===== src/rtl/shl_pkg.sv =====
// ============================================================================
// Module      : shl_pkg
// Description : Shared types and constants for the sequential left shifter.
// Revision    : 1.0 - initial release
// ============================================================================
`default_nettype none

package shl_pkg;

    localparam int c_data_w_default = 32;

    typedef enum logic [1:0] {
        IDLE  = 2'd0,
        SHIFT = 2'd1,
        DONE  = 2'd2
    } state_t;

endpackage

`default_nettype wire


===== src/rtl/shl_stage.sv =====
// ============================================================================
// Module      : shl_stage
// Description : Combinational stage; shifts left by 2^stage when enabled.
// Revision    : 1.0 - initial release
// ============================================================================
`default_nettype none

module shl_stage #(
    parameter int DATA_W  = 32,
    parameter int SHAMT_W = $clog2(DATA_W)
) (
    input  logic [DATA_W-1:0]  i_data,
    input  logic [SHAMT_W-1:0] i_stage,
    input  logic               i_en,
    output logic [DATA_W-1:0]  o_data
);

    // 2^(SHAMT_W-1) always fits in SHAMT_W bits, so no wider distance is needed
    logic [SHAMT_W-1:0] w_dist;

    assign w_dist = SHAMT_W'(1) << i_stage;
    assign o_data = i_en ? (i_data << w_dist) : i_data;

endmodule

`default_nettype wire


===== src/rtl/shl_seq.sv =====
// ============================================================================
// Module      : shl_seq
// Description : Sequential logical left shifter, one binary stage per cycle.
//               Optional macro SHL_SEQ_EARLY_EXIT_EN finishes once no lower
//               amount bits remain.
// Revision    : 1.0 - initial release
// ============================================================================
`default_nettype none

module shl_seq
    import shl_pkg::*;
#(
    parameter int DATA_W  = c_data_w_default,
    parameter int SHAMT_W = $clog2(DATA_W)
) (
    input  logic               clk,
    input  logic               rst,
    input  logic               in_valid,
    output logic               in_ready,
    input  logic [DATA_W-1:0]  in_data,
    input  logic [SHAMT_W-1:0] in_shamt,
    output logic               out_valid,
    input  logic               out_ready,
    output logic [DATA_W-1:0]  out_data,
    output logic               busy
);

    state_t             r_state;
    state_t             w_state_nxt;
    logic [DATA_W-1:0]  r_work;
    logic [SHAMT_W-1:0] r_amt;
    logic [SHAMT_W-1:0] r_stage;
    logic [DATA_W-1:0]  w_shifted;
    logic               w_last;
    logic               w_accept;

    shl_stage #(
        .DATA_W  (DATA_W),
        .SHAMT_W (SHAMT_W)
    ) u_stage (
        .i_data  (r_work),
        .i_stage (r_stage),
        .i_en    (r_amt[r_stage]),
        .o_data  (w_shifted)
    );

`ifdef SHL_SEQ_EARLY_EXIT_EN
    // Remaining stages are no-ops once every lower amount bit is clear
    logic [SHAMT_W-1:0] w_low_mask;
    assign w_low_mask = (SHAMT_W'(1) << r_stage) - SHAMT_W'(1);
    assign w_last     = ((r_amt & w_low_mask) == '0);
`else
    assign w_last     = (r_stage == '0);
`endif

    assign in_ready  = (r_state == IDLE);
    assign out_valid = (r_state == DONE);
    assign busy      = (r_state != IDLE);
    assign w_accept  = in_valid && in_ready;
    // The work register only changes after acceptance, so it holds the last
    // result throughout IDLE and DONE
    assign out_data  = r_work;

    always_comb begin
        w_state_nxt = r_state;
        case (r_state)
            IDLE:    if (w_accept)  w_state_nxt = SHIFT;
            SHIFT:   if (w_last)    w_state_nxt = DONE;
            DONE:    if (out_ready) w_state_nxt = IDLE;
            default:                w_state_nxt = IDLE;
        endcase
    end

    always_ff @(posedge clk) begin
        if (rst) begin
            r_state <= IDLE;
        end else begin
            r_state <= w_state_nxt;
        end
    end

    always_ff @(posedge clk) begin
        if (rst) begin
            r_work  <= '0;
            r_amt   <= '0;
            r_stage <= '0;
        end else if (w_accept) begin
            r_work  <= in_data;
            r_amt   <= in_shamt;
            r_stage <= SHAMT_W'(SHAMT_W - 1);
        end else if (r_state == SHIFT) begin
            r_work  <= w_shifted;
            r_stage <= r_stage - SHAMT_W'(1);
        end
    end

endmodule

`default_nettype wire

===== config.mk =====
export PLATFORM = sky130hd
export DESIGN_NAME = shl_seq
export DESIGN_NICKNAME = d
export VERILOG_FILES = /design/src/rtl/shl_pkg.sv /design/src/rtl/shl_stage.sv /design/src/rtl/shl_seq.sv
export SDC_FILE = /design/constraint.sdc
export NUM_CORES = 1
export LEC_CHECK = 0
export BUFFER_PORTS_ARGS = -buffer_cell sky130_fd_sc_hd__buf_2
export CAP_MARGIN = 20
export CORE_ASPECT_RATIO = 1.75
export CORE_MARGIN = 4
export CORE_UTILIZATION = 55
export CTS_BUF_LIST = sky130_fd_sc_hd__clkbuf_8
export DETAILED_ROUTE_END_ITERATION = 8
export PLACE_DENSITY = 0.81
export RECOVER_POWER = 25
export SLEW_MARGIN = 10
export SYNTH_ARGS = -nofsm -noshare
export SYNTH_HDL_FRONTEND = slang
export SYNTH_SLANG_ARGS = --single-unit

===== constraint.sdc =====
create_clock -name clk -period 4.42 [get_ports clk]
set_clock_uncertainty 0.05 [all_clocks]
set_input_delay 0.221 -clock clk [delete_from_list [all_inputs] [get_ports clk]]
set_output_delay 0.221 -clock clk [all_outputs]
set_load 0.05 [all_outputs]

# After elaboration in Yosys (flattened, before gate mapping)
# Index checks and enable logic that the tools add are counted.
[classes] addsub=1 order_cmp=1 eq_ne=5 shift=2 muxes=11 reduce_logical=9
[ops] operator="32-bit 2-to-1 mux" count=3
[ops] operator="32-bit by 5-bit << shifter with 32-bit output" count=1
[ops] operator="2-bit 2-to-1 mux" count=3
[ops] operator="3-bit 2-to-1 mux" count=2
[ops] operator="2-bit case mux with 3 select lines" count=1
[ops] operator="2-bit nonzero test" count=3
[ops] operator="5-bit zero test" count=1
[ops] operator="5-bit by 4-bit < comparator with 1-bit output, second input constant" count=1
[ops] operator="1-bit by 5-bit << shifter with 5-bit output, first input constant" count=1
[ops] operator="5-bit by 1-bit subtractor with 5-bit output, second input constant" count=1
[ops] operator="2-bit by 1-bit inequality test with 1-bit output, second input constant" count=2
[ops] operator="1-bit binary-select mux with 3-bit select" count=1
[ops] operator="3-bit AND reduction" count=1
[ops] operator="2-bit by 1-bit equality test with 1-bit output, second input constant" count=1
[ops] operator="2-bit equality test, second input constant" count=1
[ops] operator="2-bit zero test" count=1
[ops] operator="2-bit inequality test, second input constant" count=1
[ops] operator="2-bit AND reduction" count=1
[ops] operator="2-bit OR reduction" count=1
[ops] operator="1-bit logical AND" count=1
[ops] operator="1-bit 2-to-1 mux" count=1
[totals] reg_bits=44 inputBits=41 out_inout_bits=35 elab_cells=34

# Depth between registers and ports, before layout
[depth] depth_word=5 ltp_mapped=9 mapped_depth_nobuf=6

# Hierarchy
# A second synthesis with hierarchy kept.
[unflattened] cells_unflattened=448 hier_area_um2=3677.3
[modules_own_cells] mod="shl_seq" instances=1 cells_each=210 area_each_um2=1861.8 seq_area_each_um2=880.8
[modules_own_cells] mod="shl_stage" instances=1 cells_each=238 area_each_um2=1815.5 seq_area_each_um2=0.0

# Worst setup path before layout
# No wires, ideal clock.
[synth_path] path_type="register -> output" start="register r_state[0]" end="output port busy" t_arrival_ps=1575 required_ps=4149 slack_ps=2574 stages_incl_launch_ff=4 n_path_buf=1 path_cell_list="dfxtp_1 -> buf_2 -> nor2_1 -> inv_1"
[synth_via] elab_chain_len=1
[synth_rtl] element="from (decl)" line_no="shl_seq.sv:28" source="state_t r_state;"
[synth_rtl] element="from (signal assigned)" line_no="shl_seq.sv:78" source="r_state <= w_state_nxt;"
[synth_rtl] element="2-bit nonzero test" line_no="shl_seq.sv:58" source="assign busy = (r_state != IDLE);"
[synth_rtl] element="to (decl)" line_no="shl_seq.sv:25" source="output logic busy"
# Every way passes these cells.

# Final worst setup path
[layout_path] start="register r_stage[1]" end="register r_work[15] (netlist: out_data[15])"
[layout_via] elab_chain_len=5 elab_cells_between_ends=9 classes_between="shift: 2; mux: 5; reduce/logical: 2"
[layout_rtl] element="from (decl)" line_no="shl_seq.sv:32" source="logic [SHAMT_W-1:0] r_stage;"
[layout_rtl] element="from (signal assigned)" line_no="shl_seq.sv:90" source="r_stage <= SHAMT_W'(SHAMT_W - 1);"
[layout_rtl] element="from (signal assigned)" line_no="shl_seq.sv:93" source="r_stage <= r_stage - SHAMT_W'(1);"
[layout_rtl] element="1-bit by 5-bit << shifter with 5-bit output" line_no="shl_stage.sv:21" source="assign w_dist = SHAMT_W'(1) << i_stage;"
[layout_rtl] element="32-bit by 5-bit << shifter with 32-bit output" line_no="shl_stage.sv:22" source="assign o_data = i_en ? (i_data << w_dist) : i_data;"
[layout_rtl] element="32-bit 2-to-1 mux" line_no="shl_stage.sv:22"
[layout_rtl] element="32-bit 2-to-1 mux" line_no="shl_seq.sv:91" source="end else if (r_state == SHIFT) begin"
[layout_rtl] element="32-bit 2-to-1 mux" line_no="shl_seq.sv:87" source="end else if (w_accept) begin"
[layout_rtl] element="to (signal assigned)" line_no="shl_seq.sv:88" source="r_work <= in_data;"
[layout_rtl] element="to (signal assigned)" line_no="shl_seq.sv:92" source="r_work <= w_shifted;"
[layout_rtl] element="to (decl)" line_no="shl_seq.sv:30" source="logic [DATA_W-1:0] r_work;"
# Parallel ways exist; a longest one is shown, timed or not. The select of a mux whose other input is x is not followed.
# A chain may end at the register's enable or synchronous reset.

==> out/results.tsv <==
stage	metric	value	unit
synthesis	syn-num-nets	416	
synthesis	synthArstFlopShare	0	%
critical_path	worstPathRequired	4620	ps
critical_path	r2r_cells	6	
synthesis	netlist_area	3260	um^2
drt	ant_nets	0	
drt	dr_total_vias	3451	
critical_path	cp_data_arrival_time	2880	ps
sta	hold_viol_final	0	
final_layout	final_cell_mix	buf_2, nor2_1, dfxtp_1, nand2_1, a21oi_1	
placed_design	dp_hpwl	7.52	mm
power_and_ir_drop	swShare	44.5	%
synthesis	synth_seq_area_share	27.0	%
final_layout	fin_cells	503	
sta	finalWorstSetupSlack	1740	ps
global_route	overflow	0	
power_and_ir_drop	cellPowerDensity	508	nW/um^2
min_path	hp-start	in_data[0]	
clock_tree	cts-resized-gates	0	
power_and_ir_drop	p_seq_share	31.6	%
die	die_h	110	um
final_layout	fillCellCount	511	
synthesis	synth_flop_cell	dfxtp_1	
critical_path	worstPathMaxFanout	32	
sta	worst_slew_pin_slew	735	ps
min_path	min_to	out_data[0]	
final_layout	utilization	65.0	%
sta	fmax	0.374	GHz
sta	slew_viol_final	0	
critical_path	reg2reg_to	out_data[15]	
drt	firstDrtPassIters	5	
synthesis	yosys_warnings	0	
power_and_ir_drop	pwr-share-comb	45.3	%
sta	rsz0062_at_grt	false	
die	start_util	57.4	%
final_layout	multi_input_comb_area	2130	um^2
global_route	grt_pass1_vias	3230	
clock_tree	cts_tree	done	
critical_path	reg2reg_from	r_stage[1]	
status	status	finished, final reports clean	
critical_path	end_kind	flip-flop	
clock_tree	cts_setup_buffers	0	
synthesis	yosys_register_bits	44	
global_route	grt_usage	30.2	%
die	io_pins	76	
die	die_w	66.2	um
clock_tree	root_buffer	clkbuf_8	
die	die_area	7270	um^2
power_and_ir_drop	power	1.87	mW
placed_design	place_inst	494	
clock_tree	clkSinkCount	44	
placed_design	place_congestion	0.989	
synthesis	synth_cells	373	
sta	tns	0	ps
drt	drt-total-wl	10.9	mm
synthesis	synth_edf_count	0	
global_route	grt_pass1_wl	16.6	mm
power_and_ir_drop	clock_power_share	23.1	%
clock_tree	path_clk_slew	90	ps
synthesis	ys_types	64	
die	fp.coreArea	5680	um^2
power_and_ir_drop	power.internal	1.04	mW
drt	drt_iter0_drc	429	
critical_path	critical_path_class	flip-flop to flip-flop	
clock_tree	cts.htree.levels	2	
drt	wl_per_cell	21.6	um
clock_tree	cts_buffer_depth	2	
final_layout	ff_latch_area	882	um^2
run	cap_violations	0	
final_layout	area_delta_synth_final	13.2	%
critical_path	cp-start-kind	flip-flop	
clock_tree	cts-hold-fix-buffers	0	
min_path	hold_class	input pin to flip-flop	
placed_design	numPortBuffers	75	
drt	drcViolationCount	0	
final_layout	diodes	0	
sta	slew_headroom	51.0	%
die	num_rows	36	
power_and_ir_drop	p_switching	0.833	mW
critical_path	r2r_slack	1740	ps
final_layout	nNetsFinal	469	
sta	period_share	60.5	%
final_layout	mostFrequentLayoutCell	buf_2	
sta	post-route-min-period	2680	ps
clock_tree	clock_latency	300	ps
min_path	holdPathStages	2	
sta	setup_violations	0	
synthesis	syn_area_per_cell	8.74	um^2
global_route	grt_max_degree	44	
power_and_ir_drop	p_leak	1.42	nW
clock_tree	cts_buffers	5	
final_layout	drive_above_1_share	26.5	%
global_route	antenna_found_initial	0	
power_and_ir_drop	vdd_drop_max	0.000263	V
drt	routed_via_density	6.86	
placed_design	dpl_worst_slack	1700	ps
[registers in the layout (all words and copies together) (netlist names)]
name      flops
out_data     32
r_amt         5
r_stage       5
r_state       2
[routing by layer]
layer	up-vias	global-route usage, %	share of wire, %
met5	-	0	0
met4	0	21.4	7.4
met3	77	4.19	8.2
met2	245	50.2	50
met1	1604	34.9	34
li1	1525	-	-
[how the worst max path moves through the flow]
stage / start / end / slack, ps / cells past startpoint
finish: r_stage[1] / out_data[15] / 1740 / 6
floorplan: r_state[0] / busy / 2570 / 3
CTS: r_stage[0] / out_data[5] / 1670 / 5
global route: r_stage[1] / out_data[20] / 1580 / 6
detailed placement: r_stage[0] / out_data[5] / 1700 / 5
global placement: r_stage[0] / out_data[5] / 1780 / 5
[cell usage after synthesis, types with 3 or more instances]
cell type	count	area (um^2)
dfxtp_1	44	881
nor3_1	18	90.1
o221a_2	4	45.0
a22oi_1	3	22.5
mux2_2	7	78.8
or4_1	4	30.0
a21oi_1	23	115
and3_1	3	18.8
buf_2	15	75.1
a2bb2oi_1	7	61.3
a21o_1	3	22.5
o21ai_0	8	40.0
nand2b_1	3	18.8
inv_1	6	22.5
o32a_1	3	30.0
o22ai_1	5	31.3
nor2_1	53	199
o211ai_1	3	22.5
mux4_2	17	383
nor4_1	3	18.8
mux2i_1	14	140
buf_6	10	113
nand4_1	3	18.8
a221o_1	11	110
nand2_1	40	150
clkbuf_1	6	22.5
nand3_1	4	20.0
a2111oi_0	5	43.8
[final cells by class]
class / count / share of cell area, %
Clock buffer: 5 / 1.87
Timing Repair Buffer: 79 / 10.7
Multi-Input combinational cell: 290 / 57.9
Sequential cell: 44 / 23.9
Tap cell: 76 / 2.58
Inverter: 6 / 0.611
Clock inverter: 3 / 2.44
[power groups by stage]
stage / registers, mW / clock network, mW / logic [mW]
after global routing: 0.598 / 0.446 / 0.909
after CTS: 0.596 / 0.433 / 0.828
after global placement: 0.599 / 0 / 0.813
final: 0.592 / 0.432 / 0.849
after detailed placement: 0.603 / 0 / 0.824
after floorplan: 0.678 / 0 / 0.569
[critical path, cell delays in order, from the launching register on]
cell and delay [ps]:
dfxtp_1 680, buf_4 490, nor3b_2 110, nand2_1 360
nand4_1 440, nor3_1 330, a221o_1 150
[metrics by stage]
step	area, um^2	hold slack [ps]
6_report	3690	76.3
5_1_grt	3690	75.4
4_1_cts	3690	78.8
3_5_place_dp	3530	391
3_3_place_gp	3530	394
2_1_floorplan	3260	297
[cells by family after synthesis]
family / count (synthesis) / synth area share (%)
xor+xnor: 2 / 0.538
compound gates: 100 / 23.8
flops: 44 / 27.0
fa+ha+maj: 2 / 0.768
mux: 38 / 18.5
buf+inv: 39 / 7.49
simple gates: 148 / 21.9
(Power assumes the default switching activity.)
